### config.mk
export PLATFORM = sky130hd
export DESIGN_NAME = imm_narrow_pipe
export DESIGN_NICKNAME = d
export VERILOG_FILES = /design/src/rtl/imm_narrow_pipe.sv
export SDC_FILE = /design/constraint.sdc
export NUM_CORES = 1
export LEC_CHECK = 0
export BUFFER_PORTS_ARGS = -buffer_cell sky130_fd_sc_hd__buf_2
export CELL_PAD_IN_SITES_DETAIL_PLACEMENT = 0
export CELL_PAD_IN_SITES_GLOBAL_PLACEMENT = 2
export CORE_MARGIN = 1.5
export CORE_UTILIZATION = 30
export DETAILED_ROUTE_END_ITERATION = 10
export MAX_ROUTING_LAYER = met4
export PLACE_DENSITY = 0.87
export SLEW_MARGIN = 10
export SYNTH_ARGS = -nofsm -noshare
export SYNTH_HDL_FRONTEND = slang
export SYNTH_SLANG_ARGS = --single-unit
export TNS_END_PERCENT = 30
### constraint.sdc
create_clock -name clock -period 5.05 [get_ports clock]
set_input_delay 0 -clock clock [delete_from_list [all_inputs] [get_ports clock]]
set_output_delay 0 -clock clock [all_outputs]
set_load 0.01 [all_outputs]
### src/rtl/imm_narrow_pipe.sv
// Narrows a signed IN_W-bit value to a signed OUT_W-bit immediate through a two-stage valid/ready pipe.
// Values that do not fit are wrapped or saturated, and each overflowing output bumps a sticky flag and a counter.
module imm_narrow_pipe #(
    parameter int IN_W  = 32,
    parameter int OUT_W = 17,
    parameter int CNT_W = 16
) (
    input  logic             clock,
    input  logic             reset_n,
    input  logic             in_valid,
    output logic             in_ready,
    input  logic [IN_W-1:0]  in_data,
    input  logic             in_sat,
    output logic             out_valid,
    input  logic             out_ready,
    output logic [OUT_W-1:0] out_imm,
    output logic             out_ovf,
    input  logic             clr_sticky,
    output logic             ovf_sticky,
    output logic [CNT_W-1:0] ovf_count
);

    localparam logic [OUT_W-1:0] SAT_POS = {1'b0, {(OUT_W-1){1'b1}}};
    localparam logic [OUT_W-1:0] SAT_NEG = {1'b1, {(OUT_W-1){1'b0}}};
    localparam logic [CNT_W-1:0] CNT_ONE = {{(CNT_W-1){1'b0}}, 1'b1};

    logic             s1_v_q, s1_v_d;
    logic [IN_W-1:0]  s1_data_q, s1_data_d;
    logic             s1_sat_q, s1_sat_d;
    logic             s1_ovf_q, s1_ovf_d;
    logic             s2_v_q, s2_v_d;
    logic [OUT_W-1:0] out_imm_q, out_imm_d;
    logic             out_ovf_q, out_ovf_d;
    logic             sticky_q, sticky_d;
    logic [CNT_W-1:0] count_q, count_d;

    logic             s1_ready;
    logic             s2_ready;
    logic             ovf_event;
    logic [IN_W-OUT_W:0] in_hi;
    logic             in_ovf;

    // The value fits only if every bit from the OUT_W sign position upward agrees.
    assign in_hi  = in_data[IN_W-1:OUT_W-1];
    assign in_ovf = ~(&in_hi | ~|in_hi);

    assign s2_ready = ~s2_v_q | out_ready;
    assign s1_ready = ~s1_v_q | s2_ready;
    assign in_ready = s1_ready;

    assign ovf_event = s2_v_q & out_ready & out_ovf_q;

    always_comb begin
        s1_v_d    = s1_v_q;
        s1_data_d = s1_data_q;
        s1_sat_d  = s1_sat_q;
        s1_ovf_d  = s1_ovf_q;
        s2_v_d    = s2_v_q;
        out_imm_d = out_imm_q;
        out_ovf_d = out_ovf_q;
        sticky_d  = sticky_q;
        count_d   = count_q;

        if (s1_ready) begin
            s1_v_d = in_valid;
            if (in_valid) begin
                s1_data_d = in_data;
                s1_sat_d  = in_sat;
                s1_ovf_d  = in_ovf;
            end
        end

        if (s2_ready) begin
            s2_v_d = s1_v_q;
            if (s1_v_q) begin
                out_ovf_d = s1_ovf_q;
                if (s1_ovf_q && s1_sat_q) begin
                    out_imm_d = s1_data_q[IN_W-1] ? SAT_NEG : SAT_POS;
                end else begin
                    out_imm_d = s1_data_q[OUT_W-1:0];
                end
            end
        end

        // A clear coinciding with an event restarts the count at one.
        if (clr_sticky) begin
            sticky_d = ovf_event;
            count_d  = ovf_event ? CNT_ONE : '0;
        end else if (ovf_event) begin
            sticky_d = 1'b1;
            if (count_q != '1) begin
                count_d = count_q + CNT_ONE;
            end
        end
    end

    always_ff @(posedge clock) begin
        if (!reset_n) begin
            s1_v_q    <= 1'b0;
            s1_data_q <= '0;
            s1_sat_q  <= 1'b0;
            s1_ovf_q  <= 1'b0;
            s2_v_q    <= 1'b0;
            out_imm_q <= '0;
            out_ovf_q <= 1'b0;
            sticky_q  <= 1'b0;
            count_q   <= '0;
        end else begin
            s1_v_q    <= s1_v_d;
            s1_data_q <= s1_data_d;
            s1_sat_q  <= s1_sat_d;
            s1_ovf_q  <= s1_ovf_d;
            s2_v_q    <= s2_v_d;
            out_imm_q <= out_imm_d;
            out_ovf_q <= out_ovf_d;
            sticky_q  <= sticky_d;
            count_q   <= count_d;
        end
    end

    assign out_valid  = s2_v_q;
    assign out_imm    = out_imm_q;
    assign out_ovf    = out_ovf_q;
    assign ovf_sticky = sticky_q;
    assign ovf_count  = count_q;

endmodule

======== Word-level counts from Yosys, hierarchy flattened ========
Index checks and enable logic that the tools add are counted.
W data, S select, Z words.
word-level totals
  flip-flop bits (word level) ............. 71
  logic and storage cells ................. 36
  input bits .............................. 38
  output and inout bits ................... 37
operators by class
  $add $sub $neg .......................... 1
  muxes and demuxes ....................... 8
  equality and inequality tests ........... 1
  bitwise operators ....................... 8
  reductions and logical operators ........ 9
operators by type and width
  kind                     number
  $mux W16                 3
  $mux W17                 2
  $add A16 B1 Y16 const B  1
  $ne A16 B16 Y1 const B   1
  $reduce_and A16 Y1       1
  $reduce_or A16 Y1        1
  $reduce_and A2 Y1        3
  $reduce_bool A2 Y1       2
  $mux W1                  3
  $not A1 Y1               3
  $or A1 B1 Y1             3
  $and A1 B1 Y1            2
  $logic_and A1 B1 Y1      1
  $logic_not A1 Y1         1

======== Depth between registers and ports, before layout ========
Gate-level depths: netlist of run 1.
  word-level depth ........................ 4
  gate-level depth with buffers ........... 6
  gate-level depth less buffers ........... 5

======== Worst setup path after synthesis of run 1 ========
No wires, ideal clock.
  path type ............................... reg-to-reg
  start point ............................. reg count_q[0] (netlist: ovf_count[0])
  end point ............................... reg count_q[12] (netlist: ovf_count[12])
  clock period less this slack ............ 2059 ps
  setup slack ............................. 2991 ps
  stages on the path, launching flop included .. 6
  setup time .............................. 116 ps
  data required time ...................... 4934 ps
  data arrival time ....................... 1943 ps
  path buffers ............................ 0
  cells stage by stage .................... dfxtp_1 > ha_1 > nand4_2 > or4_4 > or4b_1 > o211a_1
between the ends
  word-level cells in the longest chain between the ends .. 4
  elaborated cells on any way between the ends .. 7
  classes of those cells .................. add/sub: 1; eq/ne: 1; mux: 3; reduce/logical: 2
RTL lines
  element                 line  source
  from (decl)             35    logic [CNT_W-1:0] count_q, count_d;
  from (signal assigned)  117   count_q <= count_d;
  $add A16 B1 Y16         92    count_d = count_q + CNT_ONE;
  $mux W16                91    if (count_q != '1) begin
  $mux W16                89    end else if (ovf_event) begin
  $mux W16                86    if (clr_sticky) begin
Several ways; a longest one is shown, not always the timed one. The select of a mux whose other input is x is not followed.
A chain may end at the register's enable or synchronous reset.

======== Worst setup path in the final report of run 1 ========
  start point ............................. reg s2_v_q (netlist: out_valid)
  end point ............................... reg out_imm_q[12] (netlist: out_imm[12])
between the ends
  word-level cells in the longest chain between the ends .. 3
RTL lines
  element                             line  source
  from (decl)                         31    logic s2_v_q, s2_v_d;
  from (signal assigned)              113   s2_v_q <= s2_v_d;
  $not A1 Y1                          47    assign s2_ready = ~s2_v_q | out_ready;
  $or A1 B1 Y1                        47
  $reduce_and A2 Y1 (no source line)  --
  to (signal assigned)                114   out_imm_q <= out_imm_d;
  to (decl)                           32    logic [OUT_W-1:0] out_imm_q, out_imm_d;
Every way passes these cells.

==> impl_metrics.env, run 1 <==
export IMPL_outcome="finished, final reports clean"
export IMPL_fin_crit_ps=2343
export IMPL_cp_num_buf_inv=0
export IMPL_ys_warn_count=0
export IMPL_syn_inst=290
export IMPL_cp_slowest_cell="nor2b_1"
export IMPL_combPwrFrac=0.089
export IMPL_cp_start_kind="register"
export IMPL_post_route_period_util=0.4640
export IMPL_power_density_mw_per_mm2=315.0
export IMPL_clock_path_buffers=2
export IMPL_crit_family="simple AND/OR/NAND/NOR gates"
export IMPL_grt_usage=0.1658
export IMPL_slew_viol_final=0
export IMPL_layout_drive_gt1_share=0.2506
export IMPL_max_freq_mhz=426.7
export IMPL_dieArea_mm2=0.008347
export IMPL_post_cts_buffers=0
export IMPL_numCtsBuffers=9
export IMPL_swShare=0.2610
export IMPL_min_from="clr_sticky"
export IMPL_cts_sinks=57
export IMPL_ios=75
export IMPL_drc=0
export IMPL_grt_pass1_vias=2188
export IMPL_worst_r2r_cell_count=4
export IMPL_cp_depth=4
export IMPL_ys_types=38
export IMPL_cp_data_arrival_time_ps=2510
export IMPL_instances_no_fill=489
export IMPL_p_leak_uw=0.001322
export IMPL_fillers=788
export IMPL_yosys_top_cells_count="nand2_1 (63), dfxtp_1 (57), a21oi_1 (45), o21ai_0 (25)"
export IMPL_synth_most_common_cell="nand2_1"
export IMPL_wirelength_um=6276
export IMPL_p_clk_frac=0.431
export IMPL_synth_top_cell_by_area="dfxtp_1"
export IMPL_grt_max_degree=28
export IMPL_htree_levels=3
export IMPL_vias_per_cell=4.914
export IMPL_drv_cap=0
export IMPL_regToRegSetupSlack_ps=2710
export IMPL_dp_cells=453
export IMPL_hold_path_class="input port to register"
export IMPL_seq_area_frac_synth=0.4872
export IMPL_synth_async_reset_ratio=0
export IMPL_io_buffers=74
export IMPL_crit_start="out_valid$_SDFFE_PN0P_"
export IMPL_place_hpwl_um=4363
export IMPL_seqPwrFrac=0.479
export IMPL_synth_top_area_share=0.4872
export IMPL_clk_latency_ps=340
export IMPL_rsz0062_at_grt="no"
export IMPL_cts_hold_buf=20
export IMPL_synth_edff_count=0
export IMPL_start_util=0.3063
export IMPL_cts_tree="built"
export IMPL_crit_path_cell_trace="or2b_1, and2_1, nor2b_1, a21oi_1"
export IMPL_ys_flop_type="dfxtp_1"
export IMPL_slew_headroom=0.3004
export IMPL_nNetsFinal=421
export IMPL_skew_ps=7.051
export IMPL_gp_congestion=0.7823
export IMPL_syn_area_per_cell_um2=8.077
export IMPL_crit_required_ps=5220
export IMPL_slowest_delay_ps=910
export IMPL_chipHeight_um=91.36
export IMPL_ys_seq_elements=57
export IMPL_antenna_found_initial=0
export IMPL_drtIter0Drc=71
export IMPL_worstSetupPathType="register to register"
export IMPL_cts_resized=0
export IMPL_r2r_end="out_imm[12]$_SDFFE_PN0P_"
export IMPL_core_area_mm2=0.007647
export IMPL_synthToLayoutAreaGrowth_pct=36.38
export IMPL_postRouteAntennaNets=0
export IMPL_power_uw=1006
export IMPL_synth_area_leaders="dfxtp_1 (49%), nand2_1 (10%), a21oi_1 (9.6%), o21ai_0 (5.3%), nand4_1 (3.2%)"
export IMPL_switchingPower_uw=262.6
export IMPL_rows=32
export IMPL_cts_root_buf="clkbuf_8"
export IMPL_p_int_uw=743.7
export IMPL_drtPass1Iterations=4
export IMPL_clkSlewWorstSetupHoldPaths_ps=70
export IMPL_vias=2403
export IMPL_cp_end_kind="register"
export IMPL_die_x_um=91.36
export IMPL_grt_overflow_total=0
export IMPL_r2r_start="out_valid$_SDFFE_PN0P_"
export IMPL_syn_area_mm2=0.002342
export IMPL_crit_fanout=21
export IMPL_worst_slew_pin_slew_ps=1047
export IMPL_setup_violations=0
export IMPL_grt_pass1_wl_um=10550
export IMPL_ir_worst_vdd_mv=0.1356
export IMPL_wire_per_inst_um=12.83
export IMPL_finalHoldViolCount=0
export IMPL_endpoint="out_imm[12]$_SDFFE_PN0P_"
export IMPL_diodes=0
export IMPL_syn_nets=329
export IMPL_setup_tns_ps=0
[flip-flops by register name, summed over array words and instances, names as in the netlist]
register,flops
out_imm,17
out_ovf,1
out_valid,1
ovf_count,16
ovf_sticky,1
s1_data_q,18
s1_ovf_q,1
s1_sat_q,1
s1_v_q,1
[cells in the final DEF, fill, tap and decap left out, drive strengths merged, types with 2 or more instances in the layout]
cell type     n
o31ai         2
and3          3
or3           3
a31oi         7
clkinv        5
dlygate4sd3  20
nor2b         2
nand4        13
nand3         8
nand2b        3
dfxtp        57
mux2i         2
inv           5
or4           5
a21oi        45
nand2        63
nor3          5
nor4          7
clkbuf        9
buf          74
o21ai        25
and2          2
nor2         10
[routing by layer]
metal	track usage	wire, um
met2	0.2575	2935
met5	-	0
met1	0.2001	2972
met3	0.06281	327
met4	0.04688	41
[per-stage QoR]
stage          hold WS (ps)  utilization  setup WS [ps]  area [um2]
4_1_cts               3.089       0.4177           2760        3194
3_3_place_gp          241.4       0.3650           2815        2791
3_5_place_dp          245.2       0.3650           2766        2791
5_1_grt               3.525       0.4177           2565        3194
6_report              14.05       0.4177           2707        3194
2_1_floorplan         129.5            -           2991        2342
[area by class of cell]
| class | instances | area (um2) | share of cell area |
|---|---|---|---|
| multi-input cells | 216 | 1137 | 0.3561 |
| clock buffers | 9 | 123.9 | 0.03878 |
| well taps | 102 | 127.6 | 0.03995 |
| flip-flops and latches | 57 | 1141 | 0.3572 |
| clock inverters | 7 | 78.83 | 0.02468 |
| repair buffers | 94 | 570.5 | 0.1786 |
| inverters | 4 | 15.01 | 0.004700 |
[cell families after synthesis]
kind of cell | Yosys count | share of synthesized area
buffers and inverters | 17 | 0.02724
AO/OA/AOI/OAI | 85 | 0.1977
adder cells (fa/ha/maj) | 1 | 0.005341
multiplexers | 2 | 0.008547
flip-flops | 57 | 0.4872
AND/OR/NAND/NOR | 128 | 0.2740
[power groups by stage]
| stage | clock network (uW) | logic (uW) | registers, uW |
|---|---|---|---|
| 4_1_cts | 445 | 90.9 | 482 |
| 6_report | 434 | 90.0 | 482 |
| 3_5_place_dp | 0 | 79.2 | 492 |
| 3_3_place_gp | 0 | 78.6 | 493 |
| 5_1_grt | 473 | 102 | 485 |
| 2_1_floorplan | 0 | 38.6 | 494 |
[worst reg2reg max path, delay by kind of cell (launching register included)]
| kind | cells | cell delay [ps] |
|---|---|---|
| AO/OA/AOI/OAI | 1 | 140 |
| flip-flops | 1 | 390 |
| AND/OR/NAND/NOR | 3 | 1660 |
[worst min path at each step]
stage | endpoint | slack [ps] | cells past startpoint
floorplan | s1_v_q$_SDFFE_PN0P_ | 130 | 2
global placement | s1_sat_q$_SDFFE_PN0P_ | 240 | 3
detailed placement | s1_sat_q$_SDFFE_PN0P_ | 250 | 3
CTS | ovf_sticky$_SDFFE_PN0P_ | 3 | 3
global route | ovf_sticky$_SDFFE_PN0P_ | 4 | 3
finish | ovf_sticky$_SDFFE_PN0P_ | 10 | 3
Power figures use the tool's default switching activity.
==> inputs of run 2 (changes only) <==
Settings changed: CORE_UTILIZATION 30 to 25, PLACE_DENSITY 0.87 to 0.78.
Clock period 5.05 ns to 2.1 ns, I/O delays scaled along.
==> impl_metrics.env, run 2 (same netlist as run 1, synthesis figures left out) <==
export IMPL_r2r_start="ovf_count[0]$_SDFFE_PN0P_"
export IMPL_cp_slowest_cell="or4_4"
export IMPL_regToRegSetupSlack_ps=140
export IMPL_switchingPower_uw=589.7
export IMPL_drtPass1Iterations=4
export IMPL_largest_reg_flops=18
export IMPL_crit_path_cell_trace="ha_2, nand4_2, or4_4, or4b_1, o211a_1"
export IMPL_power_density_mw_per_mm2=688.1
export IMPL_cts_tree="built"
export IMPL_seqPwrFrac=0.514
export IMPL_slew_viol_final=0
export IMPL_grt_usage=0.1460
export IMPL_ir_worst_vdd_mv=0.3450
export IMPL_outcome="finished, final reports clean"
export IMPL_cts_sinks=57
export IMPL_max_freq_mhz=510.3
export IMPL_min_from="clr_sticky"
export IMPL_fin_crit_ps=1960
export IMPL_antenna_found_initial=0
export IMPL_p_leak_uw=0.001357
export IMPL_instances_no_fill=511
export IMPL_fillers=994
export IMPL_worst_slew_pin_slew_ps=1090
export IMPL_crit_required_ps=2310
export IMPL_start_util=0.2559
export IMPL_synthToLayoutAreaGrowth_pct=39.58
export IMPL_layout_common_cells="buf_2 (74), nand2_1 (63), dfxtp_1 (55)"
export IMPL_cp_data_arrival_time_ps=2170
export IMPL_vias_per_cell=4.836
export IMPL_cp_start_kind="register"
export IMPL_cts_root_buf="clkbuf_8"
export IMPL_worst_r2r_cell_count=5
export IMPL_vias=2471
export IMPL_clock_path_buffers=2
export IMPL_setup_tns_ps=0
export IMPL_io_buffers=74
export IMPL_clkSlewWorstSetupHoldPaths_ps=60
export IMPL_htree_levels=3
export IMPL_gp_congestion=0.7960
export IMPL_final_common_cell="buf_2"
export IMPL_wirelength_um=6734
export IMPL_p_int_uw=1660
export IMPL_crit_start="ovf_count[0]$_SDFFE_PN0P_"
export IMPL_post_cts_buffers=0
export IMPL_numCtsBuffers=9
export IMPL_finalHoldViolCount=0
export IMPL_diodes=0
export IMPL_grt_overflow_total=0
export IMPL_crit_fanout=6
export IMPL_power_uw=2250
export IMPL_skew_ps=7.445
export IMPL_slew_headroom=0.2717
export IMPL_drv_cap=0
export IMPL_worstSetupPathType="register to register"
export IMPL_nNetsFinal=434
export IMPL_dp_cells=475
export IMPL_drtIter0Drc=69
export IMPL_place_hpwl_um=4621
export IMPL_postRouteAntennaNets=0
export IMPL_cp_end_kind="register"
export IMPL_grt_max_degree=27
export IMPL_dieArea_mm2=0.009959
export IMPL_fin_area_mm2=0.003269
export IMPL_place_area_mm2=0.002900
export IMPL_ios=75
export IMPL_grt_pass1_vias=2309
export IMPL_post_route_period_util=0.9332
export IMPL_grt_pass1_wl_um=11230
export IMPL_layout_drive_gt1_share=0.2775
export IMPL_hold_path_class="input port to register"
export IMPL_p_clk_frac=0.384
export IMPL_top_register="s1_data_q"
export IMPL_clk_latency_ps=330
export IMPL_wire_per_inst_um=13.18
export IMPL_setup_violations=0
export IMPL_rsz0062_at_grt="no"
export IMPL_slowest_delay_ps=560
export IMPL_combPwrFrac=0.101
export IMPL_r2r_end="ovf_count[12]$_SDFFE_PN0P_"
export IMPL_rows=35
export IMPL_die_x_um=99.80
export IMPL_drc=0
export IMPL_chipHeight_um=99.80
export IMPL_core_area_mm2=0.009153
export IMPL_swShare=0.2621
export IMPL_endpoint="ovf_count[12]$_SDFFE_PN0P_"
-- run 2: stage by stage --
step	setup slack, ps	hold slack [ps]	util
2_1_floorplan	40.69	129.5	-
3_3_place_gp	139.8	241.2	0.3169
3_5_place_dp	86.53	244.6	0.3169
4_1_cts	68.19	11.55	0.3567
5_1_grt	19.63	59.54	0.3572
6_report	140.3	37.04	0.3572
-- run 2: layer usage --
layer  track usage  wire, um
met5             -         0
met4       0.04659        48
met3       0.04248       405
met2        0.2287      3159
met1        0.1815      3121
-- run 2: power groups by stage --
stage	clock, uW	combinational [uW]	sequential (uW)
after floorplan	0	92.8	1190
after global placement	0	202	1180
after detailed placement	0	203	1180
after CTS	898	232	1160
after global routing	946	259	1160
final	865	228	1160
-- run 2: worst min-delay path by stage --
stage / endpoint / slack [ps] / depth (start not counted)
2_1_floorplan: s1_v_q$_SDFFE_PN0P_ / 130 / 2
3_3_place_gp: s1_data_q[14]$_SDFFE_PN0P_ / 240 / 3
3_5_place_dp: s1_sat_q$_SDFFE_PN0P_ / 240 / 3
4_1_cts: ovf_sticky$_SDFFE_PN0P_ / 10 / 3
5_1_grt: ovf_count[0]$_SDFFE_PN0P_ / 60 / 3
6_report: ovf_sticky$_SDFFE_PN0P_ / 40 / 3
-- run 2: worst max-delay path: cells and delay by family (launching register included) --
family / cells / cell delay (ps)
AO/OA/AOI/OAI: 1 / 130
adder cells (fa/ha/maj): 1 / 200
flip-flops: 1 / 370
AND/OR/NAND/NOR: 3 / 1150
-- run 2: area by class of cell --
type                    count  area, um2  share of cell area
multi-input cells         216       1140              0.3486
clock inverters             5      32.53            0.009950
inverters                   4      15.01            0.004592
well taps                 111      138.9             0.04248
repair buffers            107      668.1              0.2044
clock buffers              11      131.4             0.04018
flip-flops and latches     57       1144              0.3498
-- run 2: what timing repair did --
action | 4_1_cts | 5_1_grt
hold endpoints to repair | 20 | 0
hold buffers | 20 | 0
resized for setup | 0 | 3
setup endpoints to repair | 0 | 2
==> inputs of run 3 (changes only) <==
Settings changed: CORE_UTILIZATION 25 to 28, PLACE_DENSITY 0.78 to 0.82, SETUP_SLACK_MARGIN set to 0.2.
Clock period 2.1 ns to 2.09 ns, I/O delays scaled along.
==> impl_metrics.env, run 3 (same netlist as run 1, synthesis figures left out) <==
export IMPL_r2r_start="ovf_count[1]$_SDFFE_PN0P_"
export IMPL_fin_crit_ps=1881
export IMPL_vias=2546
export IMPL_ios=75
export IMPL_ir_worst_vdd_mv=0.3340
export IMPL_start_util=0.2865
export IMPL_vias_per_cell=4.982
export IMPL_grt_max_degree=28
export IMPL_hold_end="ovf_sticky$_SDFFE_PN0P_"
export IMPL_clkSlewWorstSetupHoldPaths_ps=70
export IMPL_core_area_mm2=0.008175
export IMPL_dieArea_mm2=0.008923
export IMPL_worstSetupPathType="register to register"
export IMPL_place_area_mm2=0.002929
export IMPL_setup_tns_ps=0
export IMPL_cp_data_arrival_time_ps=2110
export IMPL_cp_end_kind="register"
export IMPL_synthToLayoutAreaGrowth_pct=44.02
export IMPL_finalHoldViolCount=0
export IMPL_cp_slowest_cell="or4_4"
export IMPL_power_density_mw_per_mm2=725.3
export IMPL_wirelength_um=6800
export IMPL_grt_usage=0.1665
export IMPL_drv_cap=0
export IMPL_final_common_cell="buf_2"
export IMPL_rsz0062_at_grt="yes"
export IMPL_cp_num_buf_inv=0
export IMPL_r2r_end="ovf_count[12]$_SDFFE_PN0P_"
export IMPL_outcome="finished, final reports clean"
export IMPL_layout_common_cells="buf_2 (74), nand2_1 (63), dfxtp_1 (55)"
export IMPL_grt_overflow_total=0
export IMPL_crit_family="simple AND/OR/NAND/NOR gates"
export IMPL_place_ws_ps=153.2
export IMPL_regToRegSetupSlack_ps=210
export IMPL_diodes=0
export IMPL_layout_drive_gt1_share=0.2956
export IMPL_cts_root_buf="clkbuf_8"
export IMPL_worst_slew_pin_slew_ps=676.7
export IMPL_postRouteAntennaNets=0
export IMPL_p_leak_uw=0.001420
export IMPL_worst_r2r_cell_count=5
export IMPL_rows=33
export IMPL_final_util=0.4126
export IMPL_clock_path_buffers=2
export IMPL_cp_start_kind="register"
export IMPL_htree_levels=3
export IMPL_grt_pass1_wl_um=11060
export IMPL_io_buffers=74
export IMPL_hold_depth=3
export IMPL_nNetsFinal=440
export IMPL_multi_input_area_mm2=0.001161
export IMPL_skew_ps=9.138
export IMPL_gp_congestion=0.7957
export IMPL_place_hpwl_um=4574
export IMPL_crit_path_cell_trace="ha_4, nand4_4, or4_4, or4b_1, o211a_1"
export IMPL_cts_sinks=57
export IMPL_slowest_delay_ps=540
export IMPL_slew_headroom=0.5468
export IMPL_antenna_found_initial=0
export IMPL_largest_reg_flops=18
export IMPL_hold_path_class="input port to register"
export IMPL_setup_ws_ps=208.6
export IMPL_post_route_period_util=0.9002
export IMPL_cts_tree="built"
export IMPL_slew_viol_final=0
export IMPL_clk_latency_ps=330
export IMPL_fin_area_mm2=0.003373
export IMPL_fillers=866
export IMPL_min_from="clr_sticky"
export IMPL_chipHeight_um=94.46
export IMPL_drc=0
export IMPL_numCtsBuffers=9
export IMPL_wire_per_inst_um=13.31
export IMPL_max_freq_mhz=531.5
export IMPL_grt_pass1_vias=2359
export IMPL_drtIter0Drc=53
export IMPL_drtPass1Iterations=4
export IMPL_top_register="s1_data_q"
export IMPL_crit_required_ps=2320
export IMPL_regArea_mm2=0.001149
export IMPL_setup_violations=0
export IMPL_crit_fanout=5
export IMPL_die_x_um=94.46
==> run 3: changes by cell type in the layout (fill, tap and decap cells not counted), moves of 2 or more <==
cell	delta
buf_4	+6
clkbuf_1	-2
clkinv_4	+2
clkinvlp_4	-2
dfxtp_2	-2
dfxtp_4	+2
==> run 3: final cells by class <==
type,instances,share of cell area
Clock buffer,10,0.04080
Clock inverter,6,0.01966
Inverter,4,0.004451
Multi-Input combinational cell,216,0.3442
Sequential cell,57,0.3405
Tap cell,105,0.03895
Timing Repair Buffer,113,0.2114
==> run 3: worst max path at each step <==
stage                                    from                          to  slack, ps  depth (start not counted)
floorplan              out_valid$_SDFFE_PN0P_  ovf_count[12]$_SDFFE_PN0P_        210                          4
global placement    ovf_count[0]$_SDFFE_PN0P_  ovf_count[12]$_SDFFE_PN0P_        190                          5
detailed placement  ovf_count[0]$_SDFFE_PN0P_  ovf_count[12]$_SDFFE_PN0P_        150                          5
CTS                    out_valid$_SDFFE_PN0P_     out_imm[1]$_SDFFE_PN0P_        190                          4
global route        ovf_count[3]$_SDFFE_PN0P_  ovf_count[11]$_SDFFE_PN0P_        150                          5
finish              ovf_count[1]$_SDFFE_PN0P_  ovf_count[12]$_SDFFE_PN0P_        210                          5
==> run 3: power breakdown <==
group	leakage (uW)	switching [uW]	internal (uW)	total [uW]
clock	0.000103	468	585	1050
combinational	0.000850	126	111	236
sequential	0.000468	26.2	1130	1160
total	0.00142	619	1830	2450
==> run 3: layer usage <==
metal,global-route usage,part of all wire
met4,0.05721,0.013
met1,0.1902,0.45
met5,-,0
met3,0.05072,0.053
met2,0.2764,0.48
==> run 3: metrics by stage <==
step                      power (uW)  hold WS (ps)  std cells
final                           2447         25.04        511
after global routing            2572         31.92        511
after CTS                       2493        0.3071        511
after detailed placement        1393         247.7        470
after global placement          1391         240.0        470
after floorplan                 1284         129.5        290
==> run 3: worst register-to-register path, cell delays in order (launching register included) <==
cell and delay, ps:
dfxtp_4 380, ha_4 150, nand4_4 110, or4_4 540, or4b_1 470, o211a_1 130
==> run 3: repair_timing <==
item / in CTS / in global routing
buffers inserted: 5 / 0
setup endpoints to repair: 2 / 21
hold buffers: 20 / 0
resized for setup: 0 / 1
pin swaps: 1 / 0
endpoints found under the hold margin: 20 / 0
